==> config.mk <==
export PLATFORM = sky130hd
export DESIGN_NAME = traffic_gen_rr
export DESIGN_NICKNAME = d
export VERILOG_FILES = /design/src/rtl/traffic_gen_rr.sv
export SDC_FILE = /design/constraint.sdc
export NUM_CORES = 1
export LEC_CHECK = 0
export ABC_CLOCK_PERIOD_IN_PS = 5250
export CORE_ASPECT_RATIO = 0.6
export CORE_MARGIN = 2
export CORE_UTILIZATION = 35
export CTS_CLUSTER_DIAMETER = 150
export DETAILED_ROUTE_END_ITERATION = 10
export PLACE_DENSITY_LB_ADDON = 0.08
export SYNTH_ARGS = -nofsm -noshare
export SYNTH_HDL_FRONTEND = slang
export SYNTH_SLANG_ARGS = --single-unit
==> constraint.sdc <==
create_clock -name i_clk -period 5.25 [get_ports i_clk]
set_clock_uncertainty 0.15 [all_clocks]
set_input_delay 1.05 -clock i_clk [delete_from_list [all_inputs] [get_ports i_clk]]
set_output_delay 1.05 -clock i_clk [all_outputs]
set_load 0.01 [all_outputs]
==> src/rtl/traffic_gen_rr.sv <==
// traffic_gen_rr: start-triggered burst generator and round-robin checker for an N-channel FIFO switch.
// Ports: i_clk clock; i_rst_n async active-low reset; i_start run trigger (IDLE/DONE only);
//   i_fifo_full almost-full per input FIFO; i_fifo_empty empty per output FIFO;
//   i_data_out_flat output FIFO read data, channel c at [c*W +: W];
//   o_fifo_in_flat input FIFO write data (same packing); o_push / o_pop per-channel strobes;
//   o_busy PUSH/POP/GAP; o_done DONE; o_timeout / o_dest_err sticky flags;
//   o_push_count / o_pop_count per-run totals.
module traffic_gen_rr #(
    parameter int          N_CH    = 4,
    parameter int          DEST_W  = 2,
    parameter int          DATA_W  = 8,
    parameter int          BURST   = 8,
    parameter logic [15:0] SEED    = 16'hACE1,
    parameter int          GAP     = 1,
    parameter int          TIMEOUT = 64
) (
    input  logic                              i_clk,
    input  logic                              i_rst_n,
    input  logic                              i_start,
    input  logic [N_CH-1:0]                   i_fifo_full,
    input  logic [N_CH-1:0]                   i_fifo_empty,
    input  logic [N_CH*(DEST_W+DATA_W)-1:0]   i_data_out_flat,
    output logic [N_CH*(DEST_W+DATA_W)-1:0]   o_fifo_in_flat,
    output logic [N_CH-1:0]                   o_push,
    output logic [N_CH-1:0]                   o_pop,
    output logic                              o_busy,
    output logic                              o_done,
    output logic                              o_timeout,
    output logic                              o_dest_err,
    output logic [15:0]                       o_push_count,
    output logic [15:0]                       o_pop_count
);
    localparam int W  = DEST_W + DATA_W;
    localparam int PW = $clog2(N_CH);
    localparam logic [2:0] S_IDLE = 3'd0, S_PUSH = 3'd1, S_POP = 3'd2, S_GAP = 3'd3, S_DONE = 3'd4;

    logic [2:0]    r_state, w_nxt;
    logic [7:0]    r_k [N_CH];
    logic [15:0]   r_lfsr [N_CH];
    logic [PW-1:0] r_ptr, r_chk_ch, w_ptr_nx;
    logic [3:0]    r_gcnt;
    logic [15:0]   r_idle;
    logic          r_chk_v;
    logic [N_CH-1:0] w_go;
    logic          w_last, w_launch, w_hit, w_fin, w_to;

    function automatic logic [15:0] f_seed(input int c);
        logic [15:0] s;
        s = SEED ^ 16'(c);
        return (s == 16'h0) ? 16'h0001 : s;
    endfunction

    always_comb begin
        w_last = 1'b1;
        for (int c = 0; c < N_CH; c++) begin
            w_go[c] = (r_k[c] < 8'(BURST)) && !i_fifo_full[c];
            // PUSH ends on the edge that registers the final push of every channel
            w_last  = w_last && ((r_k[c] + 8'(w_go[c])) == 8'(BURST));
        end
        w_launch = i_start && (r_state == S_IDLE || r_state == S_DONE);
        w_hit    = !i_fifo_empty[r_ptr];
        w_fin    = o_pop_count == 16'(N_CH * BURST);
        w_to     = r_idle == 16'(TIMEOUT);
        w_ptr_nx = (r_ptr == PW'(N_CH - 1)) ? '0 : r_ptr + 1'b1;
        w_nxt    = w_launch                            ? S_PUSH :
                   (r_state == S_PUSH && w_last)       ? S_POP  :
                   (r_state == S_POP)                  ? ((w_fin || w_to) ? S_DONE : (w_hit ? S_GAP : S_POP)) :
                   (r_state == S_GAP && r_gcnt == 4'(GAP)) ? S_POP :
                   r_state;
    end

    always_ff @(posedge i_clk or negedge i_rst_n) begin
        if (!i_rst_n) begin
            r_state        <= S_IDLE;
            r_ptr          <= '0;
            r_chk_ch       <= '0;
            r_chk_v        <= 1'b0;
            r_gcnt         <= '0;
            r_idle         <= '0;
            o_fifo_in_flat <= '0;
            o_push         <= '0;
            o_pop          <= '0;
            o_busy         <= 1'b0;
            o_done         <= 1'b0;
            o_timeout      <= 1'b0;
            o_dest_err     <= 1'b0;
            o_push_count   <= '0;
            o_pop_count    <= '0;
            for (int c = 0; c < N_CH; c++) begin
                r_k[c]    <= '0;
                r_lfsr[c] <= f_seed(c);
            end
        end else begin
            r_state <= w_nxt;
            o_busy  <= (w_nxt == S_PUSH) || (w_nxt == S_POP) || (w_nxt == S_GAP);
            o_done  <= w_nxt == S_DONE;
            o_push  <= '0;
            o_pop   <= '0;
            // read data for a pop is sampled one cycle after the pop strobe is visible
            r_chk_v <= |o_pop;
            if (r_chk_v && i_data_out_flat[r_chk_ch*W + DATA_W +: DEST_W] != DEST_W'(r_chk_ch))
                o_dest_err <= 1'b1;
            if (w_launch) begin
                o_push_count <= '0;
                o_pop_count  <= '0;
                o_timeout    <= 1'b0;
                o_dest_err   <= 1'b0;
                r_idle       <= '0;
                r_ptr        <= '0;
                for (int c = 0; c < N_CH; c++) begin
                    r_k[c]    <= '0;
                    r_lfsr[c] <= f_seed(c);
                end
            end else if (r_state == S_PUSH) begin
                for (int c = 0; c < N_CH; c++)
                    if (w_go[c]) begin
                        o_push[c]                <= 1'b1;
                        o_fifo_in_flat[c*W +: W] <= {DEST_W'(DEST_W'(r_k[c]) % N_CH), r_lfsr[c][DATA_W-1:0]};
                        r_k[c]                   <= r_k[c] + 8'd1;
                        r_lfsr[c]                <= {r_lfsr[c][14:0], r_lfsr[c][15] ^ r_lfsr[c][13] ^ r_lfsr[c][12] ^ r_lfsr[c][10]};
                    end
                o_push_count <= o_push_count + 16'($countones(w_go));
                r_ptr        <= '0;
            end else if (r_state == S_POP) begin
                if (!w_fin && w_to)
                    o_timeout <= 1'b1;
                else if (!w_fin && w_hit) begin
                    o_pop[r_ptr] <= 1'b1;
                    o_pop_count  <= o_pop_count + 16'd1;
                    r_idle       <= '0;
                    r_gcnt       <= '0;
                    r_chk_ch     <= r_ptr;
                end else if (!w_fin) begin
                    r_ptr  <= w_ptr_nx;
                    r_idle <= r_idle + 16'd1;
                end
            end else if (r_state == S_GAP) begin
                if (r_gcnt == 4'(GAP))
                    r_ptr <= w_ptr_nx;
                else
                    r_gcnt <= r_gcnt + 4'd1;
            end
        end
    end
endmodule

# Yosys cells after proc, flatten, opt, wreduce, memory -nomap -nowiden
# Index checks and enable logic that the tools add are counted.
[op_classes] addsub=17 mul=1 magnitude_cmp=6 n_eq_ne=26 shifts=1 n_mux=66 bitwise_logic=15 reduce_logical=52
[op_table] cell="$mux 16" n=17
[op_table] cell="$mux 64" n=2
[op_table] cell="$mux 32" n=2
[op_table] cell="$mux 4" n=12
[op_table] cell="$shiftx 40x8->2" n=1
[op_table] cell="$add 16x1->16 const B" n=2
[op_table] cell="$add 8x1->8" n=4
[op_table] cell="$add 8x1->8 const B" n=4
[op_table] cell="$eq 8x4->1 const B" n=4
[op_table] cell="$lt 8x4->1 const B" n=4
[op_table] cell="$mux 8" n=4
[op_table] cell="$reduce_bool 2->1" n=10
[op_table] cell="$mux 2" n=9
[op_table] cell="$add 16x3->16" n=1
[op_table] cell="$eq 16x6->1 const B" n=1
[op_table] cell="$eq 16x7->1 const B" n=1
[op_table] cell="$mux 3" n=5
[op_table] cell="$reduce_and 3->1" n=5
[op_table] cell="$logic_and 1x1->1" n=14
[op_table] cell="$mux 1" n=13
[op_table] cell="$eq 3x2->1 const B" n=4
[op_table] cell="$ne 4x4->1 const B" n=3
[op_table] cell="$xor 1x1->1" n=12
[op_table] cell="$reduce_and 5->1" n=2
[op_table] cell="27 further kinds" n=48
[word_totals] ff_bits=208 input_bits=51 out_inout_bits=84 word_cells=210

# Logic depth before layout (Yosys ltp)
# Gate-level depths: netlist of run 1.
[depth] word_depth=13 depth_mapped=13 mapped_depth_nobuf=13

# Worst setup path after synthesis of run 1
# No wires, ideal clock.
[synth_timing] kind="input -> register" startpoint="input i_fifo_full[2]" endpoint="register r_gcnt[2]" setup_ps=79 arrival_time_ps=3922 required_ps=5021 setup_slack_ps=1099 cell_stages=10 n_path_buf=0 cell_sequence="nor4_1 -> ha_1 -> ha_1 -> or4_1 -> nor4_1 -> nand4_1 -> or4_4 -> o21a_4 -> a211oi_2 -> mux2i_1"
[synth_lines] item="start: declaration" line="20" source="input logic [N_CH-1:0] i_fifo_full,"
[synth_lines] item="end signal: assignment" line="141" source="r_gcnt <= r_gcnt + 4'd1;"
[synth_lines] item="end: declaration" line="41" source="logic [3:0] r_gcnt;"

==> results of run 1 <==
[cells by family after synthesis]
family,synth area share [%]
AND/OR/NAND/NOR,25.7
flip-flops,55.7
AO/OA/AOI/OAI,5.94
buffers and inverters,2.64
XOR/XNOR,5.48
adder cells (fa/ha/maj),3.69
multiplexers,0.890
[layout make-up]
class	instances	area (µm²)	share of cell area (%)
repair buffers	116	1140	9.85
multi-input cells	723	3940	33.9
clock inverters	6	105	0.905
flip-flops and latches	208	5250	45.2
clock buffers	34	637	5.49
inverters	24	90.1	0.776
well taps	360	450	3.88
[metal layers]
layer	vias up	global-route usage (%)	wire, µm
met5	-	0	0
met4	0	3.37	362
met3	29	4.04	969
met2	92	21.9	8770
met1	3385	25.4	12000
li1	3524	-	-
[path summary, 6_finish.rpt]
| path | from | endpoint | slack (ns) | cells past startpoint |
|---|---|---|---|---|
| min in group asynchronous | i_rst_n | o_fifo_in_flat[2]$_DFFE_PN0P_ | 0.39 | 1 |
| worst min register to register | r_lfsr[10]$_DFFE_PN1P_ | r_lfsr[11]$_DFFE_PN1P_ | 0.32 | 2 |
| max in group asynchronous | i_rst_n | r_lfsr[22]$_DFFE_PN1P_ | 3.48 | 2 |
| worst max-delay path | i_fifo_full[2] | r_gcnt[2]$_DFFE_PN0P_ | 1.07 | 11 |
| worst max register to register | r_k[14]$_DFFE_PN0P_ | r_gcnt[2]$_DFFE_PN0P_ | 1.28 | 11 |
| worst min-delay path | r_lfsr[10]$_DFFE_PN1P_ | r_lfsr[11]$_DFFE_PN1P_ | 0.32 | 2 |
[flip-flops by register name (all words and copies together), names as in the netlist]
signal and cells:
r_k 32, r_lfsr 64, o_done 1, r_chk_ch 2
r_idle 16, o_push_count 16, o_dest_err 1, o_fifo_in_flat 40
r_state 3, o_pop 4, o_push 4, r_gcnt 4
o_timeout 1, r_chk_v 1, o_pop_count 16, o_busy 1
r_ptr 2
[critical path, stage by stage]
cell and delay (ns):
clkdlybuf4s50_1 0.43, nor4_1 0.34, ha_1 0.28, ha_1 0.24
or4_1 0.48, nor4_1 0.29, nand4_1 0.15, or4_4 0.51
o21a_4 0.26, a211oi_2 0.23, mux2i_1 0.20
[power by group]
part           internal [mW]  switching (mW)  leakage (nW)
Clock                  0.982           0.647         0.363
Sequential              1.71           0.105          2.74
Combinational          0.247           0.308          2.39
Total                   2.94            1.06          5.49
[stage by stage]
stage               hold slack, ns  total power [mW]
floorplan                    0.289              2.18
finish                       0.321              4.00
global placement             0.297              2.41
CTS                          0.319              4.07
global route                 0.329              4.25
detailed placement           0.301              2.41
[cell usage in the layout (no fill, tap or decap), drive strengths merged, types with 2 or more instances in the layout]
cell and instances:
nor2b 4, and2 21, clkinv 3, nor4 9, nor4b 3, xor2 28
clkdlybuf4s50 101, bufinv 3, and4 5, clkbuf 34, o21ai 53, and3 10
dfrtp 176, buf 15, nand4 18, or4 7, nor3 10, nor3b 5
nand2 286, a21oi 16, xnor2 31, nor2 80, fa 3, nand2b 6
dfstp 32, or3 11, inv 24, o31ai 3, nand3 56, o21a 2
a211oi 4, ha 23, o22ai 4, mux2i 5, a41oi 3, nand4b 3
a31oi 3
==> results.sh, run 1 <==
export IMPL_cp_end_kind="register"
export IMPL_fmax_mhz=239
export IMPL_fin_area_um2=11600
export IMPL_p_per_area_nw_per_um2=345
export IMPL_fill_cells=2557
export IMPL_first_pass_iters=5
export IMPL_dp_cells=1431
export IMPL_synth_edf_count=0
export IMPL_yosysSeqAreaShare_pct=55.7
export IMPL_finalWorstSetupSlack_ns=1.07
export IMPL_synthArstFlopShare_pct=100
export IMPL_drive_gt1_share_pct=8.01
export IMPL_fin_cells=1471
export IMPL_crit_fanout=6
export IMPL_synth_flop_cell="dfrtp_1"
export IMPL_setup_viol=0
export IMPL_synth_area_leaders="dfrtp_1 (47%), nand2_1 (11%), dfstp_2 (8.9%), nor2_1 (3.2%), ha_1 (3.1%)"
export IMPL_antenna_found_initial=0
export IMPL_ios=135
export IMPL_clk_path_buf_depth=3
export IMPL_area_growth_pct=23.2
export IMPL_insertion_delay_ns=0.51
export IMPL_grt_start_max_net_pins=110
export IMPL_postRouteAntennaNets=0
export IMPL_tritoncts="done"
export IMPL_grt_pass1_wl_um=36800
export IMPL_finalCritPeriodShare_pct=79.6
export IMPL_h_tree_depth=1
export IMPL_cts_hold_buf=0
export IMPL_overflow=0
export IMPL_wire_per_inst_um=15.0
export IMPL_yosys_area_top_type="dfrtp_1"
export IMPL_die_w_um=216
export IMPL_layout_nets=1172
export IMPL_netlist_area_um2=9420
export IMPL_detail_route_iter0_violations=595
export IMPL_yosysTopAreaCellShare_pct=46.7
export IMPL_required_ns=5.53
export IMPL_clk_pin_slew_ns=0.07
export IMPL_leakage_nw=5.49
export IMPL_grt_total_usage_pct=16.1
export IMPL_clock_sinks=208
export IMPL_synth_cells=994
export IMPL_yosys_register_bits=208
export IMPL_wirelength_um=22100
export IMPL_vias=7030
export IMPL_viasPerCell=4.78
export IMPL_netlist_top_cells_count="nand2_1 (286), dfrtp_1 (176), nor2_1 (80)"
export IMPL_hp_class="register to register"
export IMPL_ir_drop_mv=0.217
export IMPL_slew_headroom_pct=41.5
export IMPL_period_minus_slack_ns=4.18
export IMPL_clock_root_buffer="clkbuf_16"
export IMPL_hpwl_um=14300
export IMPL_syn_nets=1071
export IMPL_io_buffers=102
export IMPL_place_area_um2=10900
export IMPL_syn_avg_cell_area_um2=9.48
export IMPL_rows=46
export IMPL_die_y_um=131
export IMPL_worstMarginPinSlew_ns=0.878
export IMPL_drc=0
export IMPL_dieArea_um2=28300
export IMPL_yosysWarnings=0
export IMPL_initial_core_util_pct=35.7
export IMPL_grt_pass1_vias=6746
export IMPL_fin_util_pct=43.9
export IMPL_hold_viol_final=0
export IMPL_start_kind="input port"
export IMPL_fin_tns_setup_ns=0
export IMPL_pre_cts_slack_ns=0.515
export IMPL_rsz0062_at_grt="no"
export IMPL_finalMaxSlewViolations=0
export IMPL_crit_arrival_ns=4.46
export IMPL_synth_most_common_cell="nand2_1"
export IMPL_postCtsSetupBuffers=0
export IMPL_cts_made_buffers=22
export IMPL_num_antenna_cells=0
export IMPL_routabilityCongestion=0.777
export IMPL_cap_violations=0
export IMPL_synth_cell_types=51
export IMPL_path_class="input port to register"
export IMPL_ctsResizeCount=0
export IMPL_coreArea_um2=26400
export IMPL_status="finished clean"
No activity file was read; power rests on OpenSTA's default activity.
==> run 2: changes to the inputs <==
--- a/config.mk
+++ b/config.mk
@@ -5,7 +5,7 @@
 export SDC_FILE = /design/constraint.sdc
 export NUM_CORES = 1
 export LEC_CHECK = 0
-export ABC_CLOCK_PERIOD_IN_PS = 5250
+export ABC_CLOCK_PERIOD_IN_PS = 3900
 export CORE_ASPECT_RATIO = 0.6
 export CORE_MARGIN = 2
 export CORE_UTILIZATION = 35
==> constraint.sdc (replaced) <==
create_clock -name i_clk -period 3.9 [get_ports i_clk]
set_clock_uncertainty 0.15 [all_clocks]
set_input_delay 0.78 -clock i_clk [delete_from_list [all_inputs] [get_ports i_clk]]
set_output_delay 0.78 -clock i_clk [all_outputs]
set_load 0.01 [all_outputs]
==> results.sh, run 2 (synthesis results as in run 1) <==
export IMPL_fin_tns_setup_ns=0
export IMPL_area_growth_pct=25.0
export IMPL_p_int_mw=3.88
export IMPL_power_frac_seq_pct=46.0
export IMPL_r2r_end="r_gcnt[2]$_DFFE_PN0P_"
export IMPL_antenna_found_initial=0
export IMPL_clock_sinks=208
export IMPL_reg2reg_from="r_k[14]$_DFFE_PN0P_"
export IMPL_wire_per_inst_um=15.3
export IMPL_coreArea_um2=26400
export IMPL_fin_cells=1490
export IMPL_power_switching_mw=1.45
export IMPL_rows=46
export IMPL_tritoncts="done"
export IMPL_postRouteAntennaNets=0
export IMPL_io_buffers=102
export IMPL_clock_root_buffer="clkbuf_16"
export IMPL_total_power_mw=5.34
export IMPL_hold_viol_final=0
export IMPL_crit_fanout=4
export IMPL_combPwrFrac_pct=14.7
export IMPL_hpwl_um=15300
export IMPL_top_regs="r_lfsr (64), o_fifo_in_flat (40), r_k (32)"
export IMPL_cts_made_buffers=22
export IMPL_finalMaxSlewViolations=0
export IMPL_leakage_nw=5.58
export IMPL_r2r_slack_ns=0.17
export IMPL_overflow=0
export IMPL_reg2reg_depth=11
export IMPL_path_class="input port to register"
export IMPL_dieArea_um2=28300
export IMPL_final_cell_mix="nand2_1 (286), dfrtp_1 (176), clkdlybuf4s50_1 (101)"
export IMPL_regMostFlops="r_lfsr"
export IMPL_fmax_mhz=267
export IMPL_dp_cells=1449
export IMPL_largest_reg_flops=64
export IMPL_crit_arrival_ns=4.03
export IMPL_grt_pass1_wl_um=38000
export IMPL_rsz0062_at_grt="no"
export IMPL_clk_path_buf_depth=3
export IMPL_cts_hold_buf=0
export IMPL_cap_violations=0
export IMPL_die_y_um=131
export IMPL_p_per_area_nw_per_um2=453
export IMPL_ios=135
export IMPL_finalCritPeriodShare_pct=96.2
export IMPL_hp_class="input port to async pin"
export IMPL_clk_pin_slew_ns=0.06
export IMPL_cp_end_kind="register"
export IMPL_finalWorstSetupSlack_ns=0.148
export IMPL_drc=0
export IMPL_start_kind="input port"
export IMPL_viasPerCell=4.77
export IMPL_routabilityCongestion=0.829
export IMPL_ir_drop_mv=0.248
export IMPL_initial_core_util_pct=35.7
export IMPL_slew_headroom_pct=40.0
export IMPL_h_tree_depth=1
export IMPL_period_minus_slack_ns=3.75
export IMPL_clkPwrFrac_pct=39.3
export IMPL_die_w_um=216
export IMPL_wirelength_um=22900
export IMPL_grt_total_usage_pct=16.6
export IMPL_switching_share_pct=27.2
export IMPL_layout_commonest_cell="nand2_1"
export IMPL_worstMarginPinSlew_ns=0.898
export IMPL_pre_cts_slack_ns=-0.519
export IMPL_grt_pass1_vias=6895
export IMPL_layout_nets=1191
export IMPL_vias=7108
export IMPL_detail_route_iter0_violations=593
export IMPL_first_pass_iters=5
export IMPL_grt_start_max_net_pins=111
export IMPL_num_antenna_cells=0
export IMPL_required_ns=4.18
export IMPL_drive_gt1_share_pct=10.4
export IMPL_status="finished clean"
export IMPL_setup_viol=0
export IMPL_insertion_delay_ns=0.52
==> run 2: power groups by stage <==
stage | clock network, mW | logic, mW | registers, mW
final | 2.10 | 0.785 | 2.45
after CTS | 2.18 | 0.791 | 2.45
after floorplan | 0 | 0.484 | 2.45
after global routing | 2.27 | 0.895 | 2.48
after detailed placement | 0 | 0.788 | 2.49
after global placement | 0 | 0.780 | 2.49
==> run 2: how the worst max path moves through the flow <==
stage	end	from	slack, ns
floorplan	r_gcnt[2]$_DFFE_PN0P_	i_fifo_full[2]	0.02
global placement	r_gcnt[2]$_DFFE_PN0P_	i_fifo_full[0]	-0.47
detailed placement	r_gcnt[2]$_DFFE_PN0P_	i_fifo_full[0]	-0.52
CTS	r_gcnt[2]$_DFFE_PN0P_	i_fifo_full[0]	0.005
global route	r_gcnt[2]$_DFFE_PN0P_	r_k[15]$_DFFE_PN0P_	0.01
finish	r_gcnt[2]$_DFFE_PN0P_	i_fifo_full[1]	0.15
==> run 2: cell type report <==
class                   instances  area, µm²
repair buffers                135       1290
fillers                      2561      14600
inverters                      24       90.1
well taps                     360        450
multi-input cells             723       3980
clock buffers                  33        653
flip-flops and latches        208       5250
clock inverters                 7       66.3
==> run 2: stage by stage <==
| step | area [µm²] | utilization (%) | hold slack, ns |
|---|---|---|---|
| after global routing | 11800 | 44.6 | 0.218 |
| after global placement | 11000 | 41.7 | 0.301 |
| after floorplan | 9420 | - | 0.289 |
| after CTS | 11700 | 44.4 | 0.194 |
| final | 11800 | 44.6 | 0.159 |
| after detailed placement | 11000 | 41.7 | 0.305 |
==> run 2: what timing repair did <==
item,in CTS,in global routing
pin swaps,0,6
setup endpoints to repair,1,5
resized for setup,1,7
setup buffers,0,1
==> run 2: critical path: stages <==
cell             delay [ns]
clkdlybuf4s50_1        0.47
nor4_2                 0.04
and2_1                 0.17
ha_1                   0.21
ha_1                   0.28
or4_1                  0.52
nor4_2                 0.27
nand4_1                0.14
or4_4                  0.52
o21a_4                 0.26
a211oi_2               0.18
mux2i_1                0.20
==> run 2: layer usage <==
metal  GRT usage [%]  part of all wire, %  vias up
met3            3.00                  3.9       32
met5               0                    0        -
li1                -                    -     3565
met1            26.9                   55     3405
met4            3.37                  1.8        0
met2            22.7                   39      106
